[src/rtl/fft_frame_loader.sv]
// ---------------------------------------------------------------------------
// fft_frame_loader
//
// Streaming front-end for fft_top. ADC samples arrive on a valid/ready
// handshake, are sign-extended by one bit and written into NB RAM banks
// through one-hot per-bank write strobes and a shared write address. After
// exactly N samples the loader pulses oSTART once, then refuses input until
// the FFT has taken the start and reported ready again.
//
// Build option:
//   FFT_LOADER_INTERLEAVE_EN  defined   -> interleaved mapping,
//                                          bank = k mod NB, addr = k / NB
//                             undefined -> block mapping,
//                                          bank = k / (N/NB), addr = k mod (N/NB)
//
// Parameters:
//   N   frame length in samples (power of 2, >= 4*NB)
//   NB  number of RAM banks (power of 2, >= 2)
//   DW  ADC sample width; oDATA is DW+1 bits
//   AW  per-bank address width, $clog2(N/NB)
//   CW  drop counter width
//
// Ports:
//   iCLK        clock
//   iRESET      asynchronous active-low reset
//   iSAMPLE     signed ADC sample
//   iVALID      sample present this cycle
//   oREADY      loader accepts a sample this cycle
//   oDATA       sign-extended sample to all banks
//   oADDR_WR    shared bank write address
//   oWE         one-hot per-bank write enable
//   oSTART      one-cycle FFT launch pulse
//   iFFT_RDY    fft_top ready level (high when idle/done)
//   oBUSY       high from launch until FFT completion
//   oFRAME_CNT  frames launched, wraps at 256
//   oDROP       sticky flag: a sample was offered while not ready
//   oDROP_CNT   dropped sample count, saturating
// ---------------------------------------------------------------------------
module fft_frame_loader #(
    parameter int N  = 4096,
    parameter int NB = 4,
    parameter int DW = 15,
    parameter int AW = $clog2(N / NB),
    parameter int CW = 16
) (
    input  logic          iCLK,
    input  logic          iRESET,
    input  logic [DW-1:0] iSAMPLE,
    input  logic          iVALID,
    output logic          oREADY,
    output logic [DW:0]   oDATA,
    output logic [AW-1:0] oADDR_WR,
    output logic [NB-1:0] oWE,
    output logic          oSTART,
    input  logic          iFFT_RDY,
    output logic          oBUSY,
    output logic [7:0]    oFRAME_CNT,
    output logic          oDROP,
    output logic [CW-1:0] oDROP_CNT
);

    localparam int BW = $clog2(NB);
    localparam int KW = AW + BW;

    typedef enum logic [1:0] {
        FILL,
        LAUNCH,
        WAIT_ACK,
        WAIT_DONE
    } state_t;

    state_t        r_state;
    state_t        w_nextState;

    logic [KW-1:0] r_k;
    logic [1:0]    r_ackCnt;
    logic [NB-1:0] r_we;
    logic [AW-1:0] r_addr;
    logic [DW:0]   r_data;
    logic          r_start;
    logic          r_busy;
    logic [7:0]    r_frameCnt;
    logic          r_drop;
    logic [CW-1:0] r_dropCnt;

    logic          w_accept;
    logic          w_drop;
    logic          w_lastSample;
    logic          w_fftDone;
    logic [BW-1:0] w_bank;
    logic [AW-1:0] w_addr;
    logic [NB-1:0] w_weOneHot;

    // Only FILL takes samples; anything offered in the other states is a drop.
    assign w_accept     = iVALID & (r_state == FILL);
    assign w_drop       = iVALID & (r_state != FILL);
    assign w_lastSample = (r_k == KW'(N - 1));
    assign w_fftDone    = (r_state == WAIT_DONE) & iFFT_RDY;

    // The sample index splits into bank and address fields; which half is
    // the bank decides between interleaved and block order.
`ifdef FFT_LOADER_INTERLEAVE_EN
    assign w_bank = r_k[BW-1:0];
    assign w_addr = r_k[KW-1:BW];
`else
    assign w_bank = r_k[KW-1:AW];
    assign w_addr = r_k[AW-1:0];
`endif

    assign w_weOneHot = NB'(1) << w_bank;

    // Ready is forced low while reset is held so upstream never sees a
    // handshake before the loader is live.
    assign oREADY     = (r_state == FILL) & iRESET;
    assign oDATA      = r_data;
    assign oADDR_WR   = r_addr;
    assign oWE        = r_we;
    assign oSTART     = r_start;
    assign oBUSY      = r_busy;
    assign oFRAME_CNT = r_frameCnt;
    assign oDROP      = r_drop;
    assign oDROP_CNT  = r_dropCnt;

    // State register.
    always_ff @(posedge iCLK or negedge iRESET) begin
        if (!iRESET) begin
            r_state <= FILL;
        end else begin
            r_state <= w_nextState;
        end
    end

    // Next-state logic. WAIT_ACK gives the FFT four cycles to drop its ready;
    // if it never does, the start is assumed taken so the loader cannot hang.
    always_comb begin
        w_nextState = r_state;
        case (r_state)
            FILL: begin
                if (w_accept && w_lastSample) begin
                    w_nextState = LAUNCH;
                end
            end
            LAUNCH: begin
                w_nextState = WAIT_ACK;
            end
            WAIT_ACK: begin
                if (!iFFT_RDY || (r_ackCnt == 2'd3)) begin
                    w_nextState = WAIT_DONE;
                end
            end
            WAIT_DONE: begin
                if (iFFT_RDY) begin
                    w_nextState = FILL;
                end
            end
            default: begin
                w_nextState = FILL;
            end
        endcase
    end

    // Sample index and write stage. k wraps to 0 by itself after the last
    // sample because N is a power of two. Address and data only move on an
    // accept so they hold their last value between writes.
    always_ff @(posedge iCLK or negedge iRESET) begin
        if (!iRESET) begin
            r_k    <= '0;
            r_we   <= '0;
            r_addr <= '0;
            r_data <= '0;
        end else begin
            r_we <= w_accept ? w_weOneHot : '0;
            if (w_accept) begin
                r_k    <= r_k + 1'b1;
                r_addr <= w_addr;
                r_data <= {iSAMPLE[DW-1], iSAMPLE};
            end
        end
    end

    // Launch bookkeeping. The start pulse is issued from LAUNCH so it lands
    // one cycle after the final write strobe; busy and the frame count move
    // on the same edge.
    always_ff @(posedge iCLK or negedge iRESET) begin
        if (!iRESET) begin
            r_start    <= 1'b0;
            r_busy     <= 1'b0;
            r_frameCnt <= '0;
            r_ackCnt   <= '0;
        end else begin
            r_start  <= (r_state == LAUNCH);
            r_ackCnt <= (r_state == WAIT_ACK) ? r_ackCnt + 2'd1 : 2'd0;
            if (r_state == LAUNCH) begin
                r_busy     <= 1'b1;
                r_frameCnt <= r_frameCnt + 8'd1;
            end else if (w_fftDone) begin
                r_busy <= 1'b0;
            end
        end
    end

    // Drop tracking: sticky flag plus a counter that stops at all-ones.
    always_ff @(posedge iCLK or negedge iRESET) begin
        if (!iRESET) begin
            r_drop    <= 1'b0;
            r_dropCnt <= '0;
        end else if (w_drop) begin
            r_drop <= 1'b1;
            if (r_dropCnt != {CW{1'b1}}) begin
                r_dropCnt <= r_dropCnt + CW'(1);
            end
        end
    end

endmodule

[config.mk]
export PLATFORM = sky130hd
export DESIGN_NAME = fft_frame_loader
export DESIGN_NICKNAME = d
export VERILOG_FILES = /design/src/rtl/fft_frame_loader.sv
export SDC_FILE = /design/constraint.sdc
export NUM_CORES = 1
export LEC_CHECK = 0
export ABC_AREA = 1
export CORE_ASPECT_RATIO = 2
export CORE_MARGIN = 2
export CORE_UTILIZATION = 54
export CTS_BUF_LIST = sky130_fd_sc_hd__clkbuf_16
export DETAILED_ROUTE_END_ITERATION = 10
export PLACE_DENSITY = 0.88
export SLEW_MARGIN = 5
export SYNTH_ARGS = -nofsm -noshare
export SYNTH_HDL_FRONTEND = slang
export SYNTH_SLANG_ARGS = --single-unit
[constraint.sdc]
create_clock -name iCLK -period 4.04 [get_ports iCLK]
set_clock_uncertainty 0.2 [all_clocks]
set_input_delay 0.404 -clock iCLK [delete_from_list [all_inputs] [get_ports iCLK]]
set_output_delay 0.404 -clock iCLK [all_outputs]
set_load 0.05 [all_outputs]
==> results of run 1 <==
==> sequential cells by signal (all words and copies together) (netlist names) <==
register and count:
oDATA 15, oADDR_WR 10, oDROP 1, oFRAME_CNT 8, r_k 12, oBUSY 1, r_ackCnt 2, oWE 4
r_state 2, oSTART 1, oDROP_CNT 16
==> through the flow <==
stage	std cells	area, sq um	setup slack (ns)	total power, mW	utilization (%)
after floorplan	391	3370	1.97	1.13	-
after global placement	524	4170	1.78	1.29	69.4
after detailed placement	524	4170	1.75	1.30	69.4
after CTS	540	4430	1.39	1.99	73.7
after global routing	540	4430	1.34	2.06	73.7
final	540	4430	1.40	1.98	73.7
==> cells in the final DEF, fill, tap and decap left out, types with 3 or more instances in the layout <==
| master | n |
|---|---|
| sky130_fd_sc_hd__nand2_2 | 4 |
| sky130_fd_sc_hd__o21ai_0 | 8 |
| sky130_fd_sc_hd__nand4_1 | 6 |
| sky130_fd_sc_hd__xnor2_1 | 11 |
| sky130_fd_sc_hd__nor2_1 | 19 |
| sky130_fd_sc_hd__o21ai_1 | 5 |
| sky130_fd_sc_hd__clkinv_2 | 3 |
| sky130_fd_sc_hd__clkinv_1 | 3 |
| sky130_fd_sc_hd__xor2_1 | 13 |
| sky130_fd_sc_hd__nand2_1 | 165 |
| sky130_fd_sc_hd__clkbuf_16 | 9 |
| sky130_fd_sc_hd__ha_1 | 9 |
| sky130_fd_sc_hd__nor2_2 | 3 |
| sky130_fd_sc_hd__nand3_1 | 13 |
| sky130_fd_sc_hd__clkdlybuf4s50_1 | 75 |
| sky130_fd_sc_hd__nor3_1 | 7 |
| sky130_fd_sc_hd__dfrtp_1 | 72 |
| sky130_fd_sc_hd__inv_1 | 34 |
| sky130_fd_sc_hd__nor2_4 | 5 |
==> worst max-delay path, stage by stage (launching register included) <==
cell and delay [ns]:
sky130_fd_sc_hd__dfrtp_1 0.41, sky130_fd_sc_hd__inv_1 0.12, sky130_fd_sc_hd__ha_1 0.27, sky130_fd_sc_hd__nand2_1 0.07, sky130_fd_sc_hd__inv_1 0.05, sky130_fd_sc_hd__clkdlybuf4s50_1 0.79
==> logic make-up after synthesis <==
| kind of cell | synth area share [%] |
|---|---|
| AOI/OAI and AO/OA | 2.56 |
| buffers and inverters | 5.35 |
| xor gates and xnor gates | 6.24 |
| DFF | 53.5 |
| and+or+nand+nor | 29.0 |
| adders and majority gates | 3.34 |
==> report_power, final <==
| part | total, mW | switching [mW] | internal [mW] | leakage, nW |
|---|---|---|---|---|
| sequential | 0.867 | 0.0697 | 0.797 | 0.915 |
| clock | 0.686 | 0.283 | 0.403 | 0.133 |
| combinational | 0.426 | 0.283 | 0.143 | 1.12 |
==> metal layers <==
layer / global-route usage, % / up-vias / part of all wire, %
li1: - / 1361 / -
met1: 25.0 / 1379 / 36
met2: 44.9 / 72 / 58
met3: 5.47 / 14 / 3.5
met4: 11.6 / 0 / 2.5
met5: 0 / - / 0
==> worst paths after layout <==
kind | startpoint | endpoint | slack, ns | cells past startpoint
worst max-delay path | r_state[1] | oREADY | 1.40 | 5
worst min-delay path | iRESET | oDROP_CNT[0] | 0.12 | 2
worst max register to register | r_state[1] | r_state[0] | 1.87 | 11
worst min register to register | r_ackCnt[0] | r_ackCnt[0] | 0.25 | 1
max in group asynchronous | iRESET | oDATA[1] | 2.92 | 2
min in group iCLK | r_ackCnt[0] | r_ackCnt[0] | 0.25 | 1
==> layout make-up <==
cell class | instances | area [sq um] | area share [%]
timing repair buffer | 78 | 771 | 17.4
sequential | 72 | 1800 | 40.7
inverter | 35 | 131 | 2.97
clock buffer | 9 | 225 | 5.09
multi-input combinational | 276 | 1390 | 31.4
tap | 63 | 78.8 | 1.78
clock inverter | 7 | 30.0 | 0.679
==> impl_metrics.tcl, run 1 <==
set metrics [dict create \
    clockRootBuffer "sky130_fd_sc_hd__clkbuf_16" \
    period_minus_slack_ns 2.64 \
    drt_iter0_drc 148 \
    die_x_um 59.9 \
    share_of_synthesized_registers_carrying_an_async_set_or_reset_pct 100 \
    y_dimension_of_the_die_um 116 \
    worstHoldPathType "primary input to asynchronous set/reset pin" \
    avgViaCountPerCell 5.23 \
    route.antenna.remaining_nets 0 \
    gp_congestion 0.874 \
    cap_viol_max_count 0 \
    max_freq_mhz 379 \
    timing.critical_path.from_type "flip-flop" \
    synthToLayoutAreaGrowth_pct 31.3 \
    cellPowerDensity_nw_per_um2 447 \
    nNetsFinal 500 \
    worst-setup-path-type "flip-flop to output pin" \
    antennaDiodeCount 0 \
    run_status "complete, no violations" \
    critPathMaxFanout 4 \
    first_pass_grt_wire_length_um 12600 \
    io_pins 77 \
    vias 2826 \
    power.leakage_nw 2.17 \
    routed_wire_length_um 7810 \
    ys_top_cells_by_area "sky130_fd_sc_hd__dfrtp_1 (53%), sky130_fd_sc_hd__nand2_1 (18%), sky130_fd_sc_hd__inv_1 (3.7%), sky130_fd_sc_hd__xor2_1 (3.4%), sky130_fd_sc_hd__ha_1 (3.3%)" \
    cts_max_path_buffers 2 \
    worst_ir_drop_vdd_mv 0.385 \
    hold_slack_final_ns 0.121 \
    yosys_register_bits 72 \
    timing.final.max_slew_violations 0 \
    synthMostInstantiatedCell "sky130_fd_sc_hd__nand2_1" \
    yosysSeqAreaShare_pct 53.5 \
    cts.hold.buffers_added 0 \
    post_synth_inst_count 391 \
    arrival_ns 2.04 \
    drt_drc_violations_left 0 \
    std_cell_rows 40 \
    worst_setup_path_end_kind "output pin" \
    drt-pass1-iter-count 4 \
    tritoncts_buffers 9 \
    floorplan.die_area_sq_um 6930 \
    tightestPinTransition_ns 0.903 \
    cts.sinks 72 \
    grt.overflow.total 0 \
    final_hold_viol_count 0 \
    final.period_utilization_pct 65.4 \
    dominantRegCellSynth "sky130_fd_sc_hd__dfrtp_1" \
    route.detailed.wl_per_inst_um 14.5 \
    netlist.area_leader.share_pct 53.5 \
    post_cts_resized 0 \
    worst-endpoint-required_ns 3.44 \
    grtUsageTotal_pct 24.5 \
    netlist_area_sq_um 3370 \
    yosys_warnings 0 \
    core-area_sq_um 6010 \
    grt_pass1_vias 2789 \
    grt_antenna_before_repair 0 \
    num-fill-cells 444 \
    grt_setup_unrepaired "false" \
    post_synth_most_frequent_cells "sky130_fd_sc_hd__nand2_1 (165), sky130_fd_sc_hd__dfrtp_1 (72), sky130_fd_sc_hd__inv_1 (33), sky130_fd_sc_hd__nor2_1 (19)" \
    cts.reportedPaths.clkPinSlew_ns 0.05 \
    max-slew-margin-rel_pct 39.8 \
    clk_latency_ns 0.33 \
    largest_net_degree_at_the_start_of_global_routing 73 \
    count_of_final_setup_violators 0 \
    synth_enable_flop_cells 0 \
    cts-htree-levels 3 \
    tritoncts "done" \
    port-buffer-count 76 \
    syn_avg_cell_area_sq_um 8.62 \
    initial_utilization_pct 56.1 \
    dp.final_hpwl_um 5730 \
    finalSetupTns_ns 0 \
    syn_nets 419 \
    yosysTopAreaCell "sky130_fd_sc_hd__dfrtp_1" \
    ratio_of_cells_with_drive_above_1_in_the_final_layout_pct 7.13 \
    cts.repair_timing.setup_buffer_count 0 \
    yosysUniqueCellTypes 25 \
]
Note: power is estimated with default switching activity, not from simulation.
==> run 2, diff against run 1 <==
--- a/config.mk
+++ b/config.mk
@@ -8,10 +8,10 @@
 export ABC_AREA = 1
 export CORE_ASPECT_RATIO = 2
 export CORE_MARGIN = 2
-export CORE_UTILIZATION = 54
+export CORE_UTILIZATION = 45
 export CTS_BUF_LIST = sky130_fd_sc_hd__clkbuf_16
 export DETAILED_ROUTE_END_ITERATION = 10
-export PLACE_DENSITY = 0.88
+export PLACE_DENSITY = 0.79
 export SLEW_MARGIN = 5
 export SYNTH_ARGS = -nofsm -noshare
 export SYNTH_HDL_FRONTEND = slang
==> constraint.sdc (replaced) <==
create_clock -name iCLK -period 2.3 [get_ports iCLK]
set_clock_uncertainty 0.2 [all_clocks]
set_input_delay 0.23 -clock iCLK [delete_from_list [all_inputs] [get_ports iCLK]]
set_output_delay 0.23 -clock iCLK [all_outputs]
set_load 0.05 [all_outputs]
==> run 2 against run 1 <==
- core utilization decreased by 11 points
- setup slack got worse by 1.2 ns
- hold slack improved by 0.11 ns
- largest cell class unchanged
==> impl_metrics.tcl, run 2 (synthesis results as in run 1) <==
set metrics [dict create \
    grt_setup_unrepaired "false" \
    route.detailed.wl_per_inst_um 13.5 \
    grtUsageTotal_pct 20.5 \
    largest_net_degree_at_the_start_of_global_routing 73 \
    die_x_um 65.2 \
    std_cell_rows 44 \
    y_dimension_of_the_die_um 126 \
    busiest_layer "met2" \
    arrival_ns 1.65 \
    final_critical_path_setup_slack_ns 0.220 \
    hold_path_end "r_ackCnt[0]" \
    max_freq_mhz 481 \
    period_minus_slack_ns 2.08 \
    avgViaCountPerCell 4.90 \
    first_pass_grt_wire_length_um 13000 \
    grt_util_met1_pct 20.5 \
    cap_viol_max_count 0 \
    finalSetupTns_ns 0 \
    place_area_sq_um 4240 \
    grtUsageMet2_pct 37.9 \
    routed_wire_length_um 7690 \
    worst-setup-path-type "flip-flop to output pin" \
    synthToLayoutAreaGrowth_pct 34.3 \
    worst-r2r-cell-count 7 \
    cts.reportedPaths.clkPinSlew_ns 0.05 \
    final.period_utilization_pct 90.4 \
    cts-htree-levels 3 \
    dp.final_hpwl_um 5600 \
    worst_r2r_startpoint "oDROP_CNT[0]" \
    antennaDiodeCount 0 \
    vias 2794 \
    core-area_sq_um 7270 \
    preCtsSetupSlack_ns 0.372 \
    grt_pass1_vias 2875 \
    crit_chain "clkdlybuf4s50_1" \
    nNetsFinal 502 \
    timing.critical_path.from_type "flip-flop" \
    initial_utilization_pct 46.4 \
    cellPowerDensity_nw_per_um2 785 \
    final_hold_viol_count 0 \
    ratio_of_cells_with_drive_above_1_in_the_final_layout_pct 7.32 \
    post_cts_resized 0 \
    critPathMaxStageDelay_ns 0.85 \
    rrSetupSlack_ns 0.36 \
    grt_antenna_before_repair 0 \
    io_pins 77 \
    grt.overflow.total 0 \
    grtUsageMet3_pct 5.14 \
    max-slew-margin-rel_pct 64.7 \
    count_of_final_setup_violators 0 \
    worst-endpoint-required_ns 1.87 \
    critPathMaxFanout 5 \
    drt_iter0_drc 158 \
    rr_endpoint "oDROP_CNT[5]" \
    drt_drc_violations_left 0 \
    worst_ir_drop_vdd_mv 0.795 \
    timing.hold.worst_path_depth 1 \
    gp_congestion 0.820 \
    tritoncts "done" \
    worst_setup_path_end_kind "output pin" \
    worstHoldPathType "flip-flop to flip-flop" \
    port-buffer-count 76 \
    run_status "complete, no violations" \
    timing.final.max_slew_violations 0 \
    number_of_flip_flops_in_the_largest_register 16 \
    tritoncts_buffers 9 \
    clk_latency_ns 0.32 \
    route.antenna.remaining_nets 0 \
    critPathSlowestCell "sky130_fd_sc_hd__clkdlybuf4s50_1" \
    layout_commonest_cell "sky130_fd_sc_hd__nand2_1" \
    floorplan.die_area_sq_um 8240 \
    worst_hold_startpoint "r_ackCnt[0]" \
    tightestPinTransition_ns 0.529 \
    path_delay_family "buffers and inverters" \
    path_buf_inv 1 \
    finalInstanceArea_sq_um 4520 \
    drt-pass1-iter-count 4 \
    cts_max_path_buffers 2 \
    clockRootBuffer "sky130_fd_sc_hd__clkbuf_16" \
    cts.sinks 72 \
    top_library_cells_by_usage_in_the_layout_fill_and_taps_aside "sky130_fd_sc_hd__nand2_1 (165), sky130_fd_sc_hd__clkdlybuf4s50_1 (74), sky130_fd_sc_hd__dfrtp_1 (72)" \
    power.leakage_nw 2.19 \
]
[run 2: changes by cell type in the layout (fill, tap and decap cells not counted)]
cell / delta
sky130_fd_sc_hd__buf_12: +2
sky130_fd_sc_hd__bufinv_16: +1
sky130_fd_sc_hd__clkdlybuf4s50_1: -1
sky130_fd_sc_hd__clkinv_2: -3
sky130_fd_sc_hd__clkinvlp_4: +1
sky130_fd_sc_hd__dlygate4sd3_1: +1
[run 2: layout make-up]
| cell class | count | area, sq um |
|---|---|---|
| Inverter | 35 | 131 |
| Sequential cell | 72 | 1800 |
| Clock buffer | 9 | 225 |
| Timing Repair Buffer | 80 | 811 |
| Tap cell | 92 | 115 |
| Multi-Input combinational cell | 276 | 1390 |
| Fill cell | 652 | 2740 |
| Clock inverter | 6 | 52.6 |
[run 2: per-stage QoR]
step | std cells | hold slack, ns | util (%) | total power, mW
2_1_floorplan | 391 | -0.266 | - | 1.99
3_5_place_dp | 554 | 0.128 | 58.3 | 2.27
6_report | 570 | 0.230 | 62.3 | 3.55
3_3_place_gp | 554 | 0.119 | 58.3 | 2.26
4_1_cts | 570 | 0.224 | 62.3 | 3.61
5_1_grt | 570 | 0.247 | 62.3 | 3.72
[run 2: per-layer routing]
| layer | routed length [um] | vias to the layer above |
|---|---|---|
| li1 | - | 1367 |
| met1 | 2840 | 1336 |
| met2 | 4350 | 79 |
| met3 | 331 | 12 |
| met4 | 174 | 0 |
| met5 | 0 | - |
[run 2: power breakdown]
part	total (mW)	switching, mW	internal [mW]	leakage (nW)
clock	1.30	0.485	0.817	0.135
sequential	1.51	0.113	1.40	0.915
combinational	0.738	0.481	0.257	1.14
total	3.55	1.08	2.47	2.19
[run 2: worst max-delay path by stage]
stage	startpoint	to	cells after the start
2_1_floorplan	oDROP_CNT[0]	oDROP_CNT[6]	9
3_3_place_gp	r_state[0]	oDROP_CNT[12]	7
3_5_place_dp	r_state[0]	oDROP_CNT[11]	7
4_1_cts	oDROP_CNT[3]	oDROP_CNT[3]	1
5_1_grt	oDROP_CNT[12]	oDROP_CNT[12]	1
6_report	oDROP_CNT[8]	oDROP_CNT[8]	1
[run 2: timing repair]
action	4_1_cts	5_1_grt
hold endpoints to repair	72	0
hold buffers	1	0
buffers inserted	0	0
==> run 3, diff against run 2 <==
--- a/config.mk
+++ b/config.mk
@@ -6,6 +6,7 @@
 export NUM_CORES = 1
 export LEC_CHECK = 0
 export ABC_AREA = 1
+export CAP_MARGIN = 10
 export CORE_ASPECT_RATIO = 2
 export CORE_MARGIN = 2
 export CORE_UTILIZATION = 45
@@ -16,3 +17,4 @@
 export SYNTH_ARGS = -nofsm -noshare
 export SYNTH_HDL_FRONTEND = slang
 export SYNTH_SLANG_ARGS = --single-unit
+export TNS_END_PERCENT = 1
==> results of run 3 <==
No change in the layout: final DEF, timing and power equal those of run 2.
